===== src/rtl/pc_fetch_ctrl.sv =====
// pc_fetch_ctrl: PC owner and instruction fetch sequencer with output register, skid buffer, redirect and HLT stop.
// Optional perf counters enabled by defining PC_FETCH_PERF_EN.
module pc_fetch_ctrl #(
    parameter int ADDR_W = 16,
    parameter logic [ADDR_W-1:0] RESET_PC = '0,
    parameter int CNT_W = 16
) (
    input  logic              clk,
    input  logic              rst,
    output logic              imem_req,
    output logic [ADDR_W-1:0] imem_addr,
    input  logic              imem_ack,
    input  logic [15:0]       imem_rdata,
    output logic              if_valid,
    output logic [15:0]       if_instr,
    output logic [ADDR_W-1:0] if_pc,
    input  logic              stall,
    input  logic              redirect,
    input  logic [ADDR_W-1:0] redirect_pc,
    output logic              halted
`ifdef PC_FETCH_PERF_EN
    ,
    output logic [CNT_W-1:0]  perf_fetch_cnt,
    output logic [CNT_W-1:0]  perf_redirect_cnt,
    output logic [CNT_W-1:0]  perf_stall_cnt
`endif
);
    typedef enum logic [2:0] {FETCH, WAIT, DRAIN, HPEND, HALT} state_t;

    state_t            state;
    logic [ADDR_W-1:0] pc;
    logic [ADDR_W-1:0] drain_addr;
    logic [ADDR_W-1:0] skid_pc;
    logic [15:0]       skid_instr;
    logic              skid_valid;
    logic              consume;
    logic              fire;
    logic              take;
    logic              capture;
    logic              is_hlt;

    // A request is only started with the skid empty, so every capture has room.
    assign imem_req  = ~rst & (((state == FETCH) & ~skid_valid) | (state == WAIT) | (state == DRAIN));
    assign imem_addr = (state == DRAIN) ? drain_addr : pc;
    assign consume   = if_valid & ~stall;
    assign fire      = imem_req & imem_ack;
    assign take      = redirect & (state != HALT);
    assign capture   = fire & ~take & ((state == FETCH) | (state == WAIT));
    assign is_hlt    = imem_rdata[15:12] == 4'hF;

    always_ff @(posedge clk or posedge rst) begin
        if (rst) begin
            state      <= FETCH;
            pc         <= RESET_PC;
            drain_addr <= RESET_PC;
            if_valid   <= 1'b0;
            if_instr   <= 16'h0000;
            if_pc      <= RESET_PC;
            skid_valid <= 1'b0;
            skid_instr <= 16'h0000;
            skid_pc    <= RESET_PC;
            halted     <= 1'b0;
        end else if (take) begin
            if_valid   <= 1'b0;
            skid_valid <= 1'b0;
            pc         <= {redirect_pc[ADDR_W-1:1], 1'b0};
            drain_addr <= (state == WAIT) ? pc : drain_addr;
            // An outstanding request must still complete; its data is dropped.
            state      <= (((state == WAIT) | (state == DRAIN)) & ~imem_ack) ? DRAIN : FETCH;
        end else begin
            if (capture & (~if_valid | consume)) begin
                if_valid <= 1'b1;
                if_instr <= imem_rdata;
                if_pc    <= pc;
            end else if (consume) begin
                if_valid <= skid_valid;
                if_instr <= skid_instr;
                if_pc    <= skid_pc;
            end
            if (capture & if_valid & ~consume) begin
                skid_valid <= 1'b1;
                skid_instr <= imem_rdata;
                skid_pc    <= pc;
            end else if (consume) begin
                skid_valid <= 1'b0;
            end
            if (capture)
                pc <= pc + ADDR_W'(2);
            case (state)
                FETCH:   state <= fire ? (is_hlt ? HPEND : FETCH) : (imem_req ? WAIT : FETCH);
                WAIT:    state <= imem_ack ? (is_hlt ? HPEND : FETCH) : WAIT;
                DRAIN:   state <= imem_ack ? FETCH : DRAIN;
                HPEND:   state <= (consume & ~skid_valid) ? HALT : HPEND;
                default: state <= HALT;
            endcase
            // The HLT word is the last one buffered; it is consumed once the skid is empty.
            halted <= halted | ((state == HPEND) & consume & ~skid_valid);
        end
    end

`ifdef PC_FETCH_PERF_EN
    always_ff @(posedge clk or posedge rst) begin
        if (rst) begin
            perf_fetch_cnt    <= '0;
            perf_redirect_cnt <= '0;
            perf_stall_cnt    <= '0;
        end else begin
            perf_fetch_cnt    <= perf_fetch_cnt + CNT_W'(capture & (perf_fetch_cnt != '1));
            perf_redirect_cnt <= perf_redirect_cnt + CNT_W'(take & (perf_redirect_cnt != '1));
            perf_stall_cnt    <= perf_stall_cnt + CNT_W'(if_valid & stall & (perf_stall_cnt != '1));
        end
    end
`endif
endmodule

===== config.mk =====
export PLATFORM = sky130hd
export DESIGN_NAME = pc_fetch_ctrl
export DESIGN_NICKNAME = d
export VERILOG_FILES = /design/src/rtl/pc_fetch_ctrl.sv
export SDC_FILE = /design/constraint.sdc
export NUM_CORES = 1
export LEC_CHECK = 0
export CORE_UTILIZATION = 45
export DETAILED_ROUTE_END_ITERATION = 7
export GPL_TIMING_DRIVEN = 0
export PLACE_DENSITY = 0.7
export SETUP_SLACK_MARGIN = 0.4
export SYNTH_ARGS = -nofsm -noshare
export SYNTH_HDL_FRONTEND = slang
export SYNTH_SLANG_ARGS = --single-unit

===== constraint.sdc =====
create_clock -name clk -period 7.7 [get_ports clk]
set_input_delay 0.77 -clock clk [delete_from_list [all_inputs] [get_ports clk]]
set_output_delay 0.77 -clock clk [all_outputs]
set_load 0.005 [all_outputs]

==> results of run 1 <==
flip-flops by register name, summed over array words and instances, names as in the netlist, 3 cells and up:
| signal | cells |
|---|---|
| skid_pc | 15 |
| if_pc | 15 |
| state | 3 |
| skid_instr | 16 |
| drain_addr | 15 |
| pc | 15 |
| if_instr | 16 |
report_power, final:
group	switching, W	internal (W)	leakage, nW	total [W]
registers	0.0000514	0.000600	1.27	0.000652
logic	0.000102	0.000189	1.25	0.000292
clock network	0.000182	0.000235	0.130	0.000417
stage by stage:
| step | total power, W | utilization [%] | instance area, um2 | hold WS (ns) |
|---|---|---|---|---|
| 4_1_cts | 0.00137 | 58.8 | 6050 | 0.483 |
| 5_1_grt | 0.00143 | 58.8 | 6050 | 0.527 |
| 3_5_place_dp | 0.000956 | 56.3 | 5790 | 0.456 |
| 2_1_floorplan | 0.000804 | - | 4760 | 0.454 |
| 3_3_place_gp | 0.000943 | 56.0 | 5760 | 0.447 |
| 6_report | 0.00136 | 58.8 | 6050 | 0.480 |
cell usage after synthesis, types with 2 or more instances:
cell      instances
or4_1             3
o211ai_1          2
a311o_1           2
a211oi_1          4
buf_2             6
o31ai_1           3
nor3b_1           5
and2_1            6
nor2b_1           2
nand2_1          18
o21ai_0           7
and4_1            4
o21a_1            2
a31oi_1           4
nor2_1           15
mux2_1            4
nand3_1           7
and3_1            4
nand4_1           6
mux2_2          117
o32ai_1           3
inv_1             7
buf_4             8
clkbuf_1         12
dfrtp_1          98
a21oi_1           7
nor3_1            3
a311oi_1          6
final cells by class:
class                   instances  area [um2]
clock buffers                  11         151
fillers                       890        4230
flip-flops and latches         98        2450
plain buffers                  27         139
multi-input cells             247        2140
well taps                     136         170
inverters                       7        28.8
clock inverters                 5         108
repair buffers                 84         858
worst paths after layout:
| path | cells after the start | slack [ns] | start | end |
|---|---|---|---|---|
| worst max-delay path | 6 | 3.85 | state[0] | imem_addr[14] |
| worst min-delay path | 2 | 0.48 | halted | halted |
| worst max register to register | 6 | 5.04 | state[2] | if_pc[4] |
| worst min register to register | 2 | 0.48 | halted | halted |
| max in group asynchronous | 3 | 6.36 | rst | pc[11] |
| min in group asynchronous | 2 | 0.69 | rst | skid_instr[7] |
worst register-to-register path: stages (launching register included):
cell and delay, ns:
dfrtp_1 0.37, buf_2 0.17, or4b_4 0.58, nor4b_2 0.50, buf_4 0.30, mux2_2 0.37, mux2_2 0.26
per-layer routing:
layer | wire length (um) | part of all wire (%)
met1 | 4940 | 47
met3 | 502 | 4.7
met2 | 4960 | 47
met4 | 183 | 1.7
met5 | 0 | 0
logic make-up after synthesis:
| group | Yosys count | synth area share, % |
|---|---|---|
| mux | 121 | 28.7 |
| flops | 98 | 51.6 |
| simple gates | 80 | 9.53 |
| compound gates | 43 | 6.37 |
| buf+inv | 34 | 3.48 |
| fa+ha+maj | 1 | 0.263 |
| other cells | 1 | 0.0789 |
==> flow_summary.json, run 1 <==
{
  "status": "complete, no violations",
  "busiest_layer": "met2",
  "power_density_mw_per_mm2": 225,
  "tightest_slew_ns": 0.754,
  "slowest_delay_ns": 0.60,
  "cts-root-buf": "clkbuf_8",
  "worstPathArrival_ns": 3.08,
  "setup_viol": 0,
  "mostFrequentLayoutCell": "mux2_2",
  "drt_iter0_drc": 155,
  "critPathSlowestCell": "buf_1",
  "num_rows": 37,
  "antenna_cells": 0,
  "postSynthCellCount": 378,
  "ir_drop_mv": 0.105,
  "synthFlopType": "dfrtp_1",
  "htree_levels": 3,
  "grt-ovfl-total": 0,
  "die_w_um": 105,
  "grt_pass1_wl_um": 17900,
  "cpMostUsedCell": "clkbuf_1",
  "clock_skew_ns": 0.0122,
  "period_share_pct": 50.0,
  "start_kind": "register",
  "grt_use_met3_pct": 3.06,
  "rsz0062_at_grt": "false",
  "clkSinkCount": 98,
  "drt_pass1_iterations": 4,
  "insertion_delay_ns": 0.36,
  "use_met2_pct": 32.9,
  "synth_area_leaders": "dfrtp_1 (52%), mux2_2 (28%), nand2_1 (1.4%), buf_4 (1.3%), nor2_1 (1.2%)",
  "dp_hpwl_um": 7300,
  "die-area_mm2": 0.0110,
  "synth_warnings": 0,
  "synth_area_leader_cell": "dfrtp_1",
  "via_count": 3403,
  "slew_headroom_pct": 49.7,
  "grt_pass1_vias": 3472,
  "mappedNetlistArea_mm2": 0.00475,
  "ys_seq_area_share_pct": 51.6,
  "drive_gt1_share_pct": 32.4,
  "synth.top_cell.area_share_pct": 51.6,
  "final_antenna_net_count": 0,
  "fmax_ghz": 0.260,
  "critPathRequiredTime_ns": 6.93,
  "grtUsageMet1_pct": 29.1,
  "crit_family": "buffers and inverters",
  "mostFrequentLayoutCells": "mux2_2 (117), dfrtp_1 (98), clkdlybuf4s50_1 (83)",
  "p_leak_nw": 2.64,
  "path_class": "reg2out",
  "wire_per_inst_um": 17.2,
  "slew_violations": 0,
  "antenna_found_initial": 0,
  "num_io_pins": 88,
  "grt_usage_pct": 20.8,
  "synthArstFlopShare_pct": 100,
  "grt_max_degree": 55,
  "end_kind": "output pin",
  "cts-hold-fix-buffers": 0,
  "wirelength_um": 10600,
  "syn_avg_cell_area_um2": 12.6,
  "stdcell_count": 615,
  "synth_edf_count": 0,
  "dp_slack_ns": 4.24,
  "area_growth_pct": 27.2,
  "fp.dieH_um": 105,
  "gp_congestion": 0.860,
  "nets": 512,
  "post-route-min-period_ns": 3.85,
  "clockBufferDepth": 2,
  "path_cells": "clkbuf_1 > nor3b_1 > buf_1 > clkbuf_1 > mux2_2 > clkdlybuf4s50_1",
  "cts_tree": "yes",
  "post-place-cells": 599,
  "synth_cell_types": 41,
  "drc": 0,
  "postCtsSetupRepairBufs": 0,
  "numCtsBuffers": 9,
  "final.setup.tns_ns": 0,
  "clkTransAtPathRegs_ns": 0.09,
  "io_buffers": 83,
  "start_util_pct": 46.2,
  "ys_ff_latch": 98,
  "fin_ws_ns": 3.85,
  "hold_class": "reg2reg",
  "cp_max_fo": 10,
  "hold_violations": 0,
  "cap_viol_max_count": 0,
  "vias_per_cell": 5.53,
  "cp_num_buf_inv": 4,
  "cts_resized": 0,
  "core_area_mm2": 0.0103
}
(Power assumes the default switching activity.)
==> run 2: changes to the inputs <==
- PLACE_DENSITY: 0.7 -> 0.73
- clock period: 7.7 -> 3.39 ns (I/O delays scaled with it)
==> run 2 against run 1 <==
  * First-iteration DRC count is 1.3% higher
  * Register-to-register slack worse by 4.3 ns
  * Clock-buffer cell count is 1 lower
  * Sequential power rose by 130%
  * Flip-flop and latch count unchanged
  * Final cell count unchanged
  * Final area is 0.39% lower
  * Via count shrank 0.85%
  * Routed wire length is 0.92% lower
  * Critical path type unchanged
==> flow_summary.json, run 2 (synthesis results as in run 1) <==
{
  "status": "complete, no violations",
  "grt_use_met3_pct": 3.56,
  "post-route-min-period_ns": 2.88,
  "critPathRequiredTime_ns": 3.05,
  "use_met2_pct": 32.9,
  "post-place-cells": 600,
  "cts-hold-fix-buffers": 0,
  "antenna_found_initial": 0,
  "p_int_w": 0.00222,
  "stdcell_count": 615,
  "final_antenna_net_count": 0,
  "drt_iter0_drc": 157,
  "final.setup.tns_ns": 0,
  "fmax_ghz": 0.348,
  "start_kind": "register",
  "clkTransAtPathRegs_ns": 0.10,
  "num_io_pins": 88,
  "clockBufferDepth": 2,
  "tightest_slew_ns": 0.673,
  "postCtsSetupRepairBufs": 0,
  "worstPathArrival_ns": 2.54,
  "nets": 513,
  "core_area_mm2": 0.0103,
  "wirelength_um": 10500,
  "drive_gt1_share_pct": 32.6,
  "grt-ovfl-total": 0,
  "seq_power_share_pct": 49.6,
  "htree_levels": 3,
  "grt_pass1_wl_um": 17500,
  "path_class": "reg2out",
  "wire_per_inst_um": 17.1,
  "clkSinkCount": 98,
  "mostFrequentLayoutCells": "mux2_2 (117), dfrtp_1 (98), clkdlybuf4s50_1 (83)",
  "crit_family": "buffers and inverters",
  "p_sw_w": 0.000765,
  "cap_viol_max_count": 0,
  "busiest_layer": "met2",
  "grt_max_degree": 43,
  "rsz0062_at_grt": "false",
  "hold_violations": 0,
  "top_regs": "if_instr x16, skid_instr x16",
  "via_count": 3374,
  "dpl_cell_area_mm2": 0.00580,
  "cts_tree": "yes",
  "swShare_pct": 25.7,
  "dp_hpwl_um": 7550,
  "grt_usage_pct": 20.4,
  "numCtsBuffers": 9,
  "slew_violations": 0,
  "area_growth_pct": 26.7,
  "die_w_um": 105,
  "power.share.clock_pct": 28.0,
  "power_density_mw_per_mm2": 495,
  "slowest_delay_ns": 0.47,
  "die-area_mm2": 0.0110,
  "cp_max_fo": 10,
  "clock_skew_ns": 0.0120,
  "fp.dieH_um": 105,
  "critPathSlowestCell": "clkdlybuf4s50_1",
  "mostFrequentLayoutCell": "mux2_2",
  "ir_drop_mv": 0.257,
  "hold_class": "in2async",
  "slew_headroom_pct": 54.9,
  "end_kind": "output pin",
  "antenna_cells": 0,
  "gp_congestion": 0.843,
  "post-route-cell-area_mm2": 0.00602,
  "grtUsageMet1_pct": 27.2,
  "num_rows": 37,
  "setup_viol": 0,
  "insertion_delay_ns": 0.37,
  "io_buffers": 83,
  "p_comb_share_pct": 22.5,
  "path_cells": "clkbuf_1 > nor3b_1 > buf_4 > buf_2 > mux2_2 > clkdlybuf4s50_1",
  "period_share_pct": 84.9,
  "start_util_pct": 46.2,
  "drt_pass1_iterations": 4,
  "cts-root-buf": "clkbuf_8",
  "grt_pass1_vias": 3488,
  "cp_num_buf_inv": 4,
  "vias_per_cell": 5.49,
  "p_leak_nw": 2.63,
  "drc": 0
}
-- run 2: cell types whose count changed in the layout (fill, tap and decap cells not counted) --
cell / delta
clkinv_4: +1
inv_6: -1
inv_4: -1
buf_4: +1
bufinv_16: -1
clkinvlp_4: +1
clkbuf_8: -2
inv_8: +1
buf_12: +2
buf_1: -1
buf_2: +1
buf_16: -1
-- run 2: final cells by class --
class / instances / area, um2
buffer: 27 / 144
multi-input combinational: 247 / 2140
inverter: 7 / 30.0
clock buffer: 10 / 128
timing repair buffer: 85 / 871
tap: 136 / 170
clock inverter: 5 / 88.8
sequential: 98 / 2450
fill: 880 / 4260
-- run 2: final timing paths --
kind                       slack [ns]      from       endpoint  depth (start not counted)
max                              0.51  state[0]  imem_addr[13]                          6
min                              0.22       rst       state[1]                          2
max reg2reg                      0.72  state[2]       if_pc[8]                          6
min reg2reg                      0.48    halted         halted                          2
max in group asynchronous        2.55       rst      if_pc[11]                          3
min in group clk                 0.48    halted         halted                          2
-- run 2: power by group through the flow --
stage | sequential, W | clock, W | combinational (W)
2_1_floorplan | 0.00148 | 0 | 0.000347
3_5_place_dp | 0.00150 | 0 | 0.000674
4_1_cts | 0.00148 | 0.000854 | 0.000679
5_1_grt | 0.00151 | 0.000899 | 0.000728
6_report | 0.00148 | 0.000833 | 0.000670
3_3_place_gp | 0.00149 | 0 | 0.000652
-- run 2: metal layers --
metal  routed length (um)  vias up  share of wire (%)
met2                 5060       89                 48
li1                     -     1580                  -
met3                  395       20                3.8
met1                 4790     1685                 46
met5                    0        -                  0
met4                  257        0                2.4
-- run 2: stage by stage --
step           total power, W  setup slack (ns)  util [%]  hold slack (ns)
5_1_grt               0.00314             0.409      58.6            0.280
4_1_cts               0.00301             0.485      58.6            0.221
3_3_place_gp          0.00214             0.368      56.1            0.451
2_1_floorplan         0.00183              1.03         -            0.454
6_report              0.00298             0.513      58.6            0.218
3_5_place_dp          0.00218             0.391      56.4            0.466
-- run 2: repair_timing --
item | CTS | global route
gates resized for setup | 3 | 1
endpoints found under the setup margin | 8 | 2
endpoints found under the hold margin | 0 | 0
==> run 3: changes to the inputs <==
- PLACE_DENSITY: 0.73 -> 0.7
- clock period: 3.39 -> 2.8 ns (I/O delays scaled with it)
==> run 3 against run 2 <==
  * Sequential share of layout area is 2.7 points lower
  * Flip-flop and latch count unchanged
  * Register-to-register slack got worse by 0.32 ns
  * Worst hold slack worse by 0.074 ns
  * Setup slack lost 0.11 ns
  * Final cell count grew 2.9%
  * Clock-buffer cell count unchanged
  * Clock skew grew 0.0051 ns
  * Critical endpoint is now if_pc[15]
  * Clock power rose by 3.0%
==> flow_summary.json, run 3 (synthesis results as in run 1) <==
{
  "slew_violations": 0,
  "nets": 530,
  "gp_congestion": 0.824,
  "start_util_pct": 46.2,
  "clock_skew_ns": 0.0171,
  "crit_family": "simple AND/OR/NAND/NOR gates",
  "dpl_cell_area_mm2": 0.00582,
  "drt_iter0_drc": 180,
  "tightest_slew_ns": 0.678,
  "end_kind": "register",
  "numCtsBuffers": 9,
  "htree_levels": 3,
  "io_buffers": 83,
  "die-area_mm2": 0.0110,
  "grt_pass1_vias": 3475,
  "num_io_pins": 88,
  "clockBufferDepth": 2,
  "dp_hpwl_um": 7500,
  "crit_start": "state[1]",
  "vias_per_cell": 5.56,
  "mostFrequentLayoutCells": "dfrtp_1 (98), mux2_2 (90), clkdlybuf4s50_1 (68)",
  "cp_num_buf_inv": 3,
  "post-route-cell-area_mm2": 0.00644,
  "cts-hold-fix-buffers": 0,
  "post-route-min-period_ns": 2.40,
  "final_antenna_net_count": 0,
  "cts-root-buf": "clkbuf_8",
  "critPathRequiredTime_ns": 3.06,
  "p_leak_nw": 2.86,
  "r2r_start": "state[1]",
  "mostFrequentLayoutCell": "dfrtp_1",
  "grt_usage_pct": 20.9,
  "status": "complete, no violations",
  "grt_max_degree": 30,
  "path_class": "reg2reg",
  "cpMostUsedCell": "buf_6",
  "antenna_found_initial": 0,
  "rsz0062_at_grt": "true",
  "fp.dieH_um": 105,
  "post-place-cells": 601,
  "cp_max_fo": 10,
  "filler_cell_count": 834,
  "slowest_delay_ns": 0.57,
  "period_share_pct": 85.6,
  "whs_ns": 0.144,
  "hold_class": "in2async",
  "top_regs": "if_instr x16, skid_instr x16",
  "dp_slack_ns": -0.176,
  "grt_pass1_wl_um": 17800,
  "insertion_delay_ns": 0.38,
  "antenna_cells": 0,
  "hold_violations": 0,
  "via_count": 3517,
  "drive_gt1_share_pct": 36.6,
  "grt-ovfl-total": 0,
  "num_rows": 37,
  "cts_tree": "yes",
  "critPathSlowestCell": "or4b_4",
  "setup_viol": 0,
  "clkSinkCount": 98,
  "totalPowerFinal_w": 0.00352,
  "wirelength_um": 11400,
  "ir_drop_mv": 0.262,
  "cap_viol_max_count": 0,
  "drc": 0,
  "path_cells": "buf_6 > or4b_4 > nor4b_4 > buf_6 > buf_6 > mux2_2 > mux2_2",
  "area_growth_pct": 35.6,
  "drt_pass1_iterations": 4,
  "worstPathArrival_ns": 2.66,
  "start_kind": "register",
  "slew_headroom_pct": 54.8,
  "power_density_mw_per_mm2": 547,
  "wire_per_inst_um": 17.9,
  "core_area_mm2": 0.0103,
  "fmax_ghz": 0.417,
  "fin_ws_ns": 0.402,
  "stdcell_count": 633,
  "clkTransAtPathRegs_ns": 0.10,
  "die_w_um": 105
}
==> run 3: cell count changes in the layout (fill, tap and decap cells not counted), moves of 3 or more <==
cell / before / now
buf_12: 2 / 6
buf_2: 7 / 1
buf_4: 9 / 15
buf_6: 0 / 7
buf_8: 0 / 3
clkbuf_16: 0 / 4
clkdlybuf4s50_1: 83 / 68
dlygate4sd2_1: 0 / 11
dlymetal6s2s_1: 0 / 4
inv_6: 0 / 3
mux2_2: 117 / 90
mux2_4: 0 / 29
==> run 3: metal layers <==
layer / GRT usage [%] / up-vias / share of wire, %
li1: - / 1612 / -
met1: 28.9 / 1789 / 46
met4: 7.34 / 0 / 2.3
met2: 33.2 / 93 / 48
met5: 0 / - / 0
met3: 3.49 / 23 / 4.3
==> run 3: path summary, 6_finish.rpt <==
check,endpoint,slack (ns),cells after the start
min,state[1],0.14,2
min in group clk,halted,0.48,2
max reg2reg,if_pc[15],0.40,7
min reg2reg,halted,0.48,2
max,if_pc[15],0.40,7
max in group asynchronous,if_pc[15],1.95,4
==> run 3: repair_timing <==
| action | in CTS | in global routing |
|---|---|---|
| resized for setup | 37 | 51 |
| pin swaps | 2 | 3 |
| setup endpoints to repair | 78 | 78 |
| gates cloned | 0 | 3 |
| setup buffers | 5 | 8 |
==> run 3: cell type report <==
class / instances / area, um2 / share of cell area (%)
clock inverter: 6 / 47.5 / 0.738
clock buffer: 10 / 128 / 1.98
sequential: 98 / 2450 / 38.1
tap: 136 / 170 / 2.64
timing repair buffer: 102 / 1080 / 16.8
buffer: 27 / 244 / 3.79
multi-input combinational: 247 / 2290 / 35.5
inverter: 7 / 30.0 / 0.466
==> run 3: per-stage QoR <==
step / TNS, ns / utilization (%)
finish: 0 / 62.7
global route: 0 / 62.7
CTS: 0 / 59.6
detailed placement: -4.03 / 56.6
global placement: -3.72 / 56.1
floorplan: 0 / -
==> run 3: report_power, final <==
group	leakage [nW]	switching, W	internal, W
combinational	1.51	0.000300	0.000570
sequential	1.27	0.000146	0.00165
clock	0.0877	0.000524	0.000333
total	2.86	0.000971	0.00255
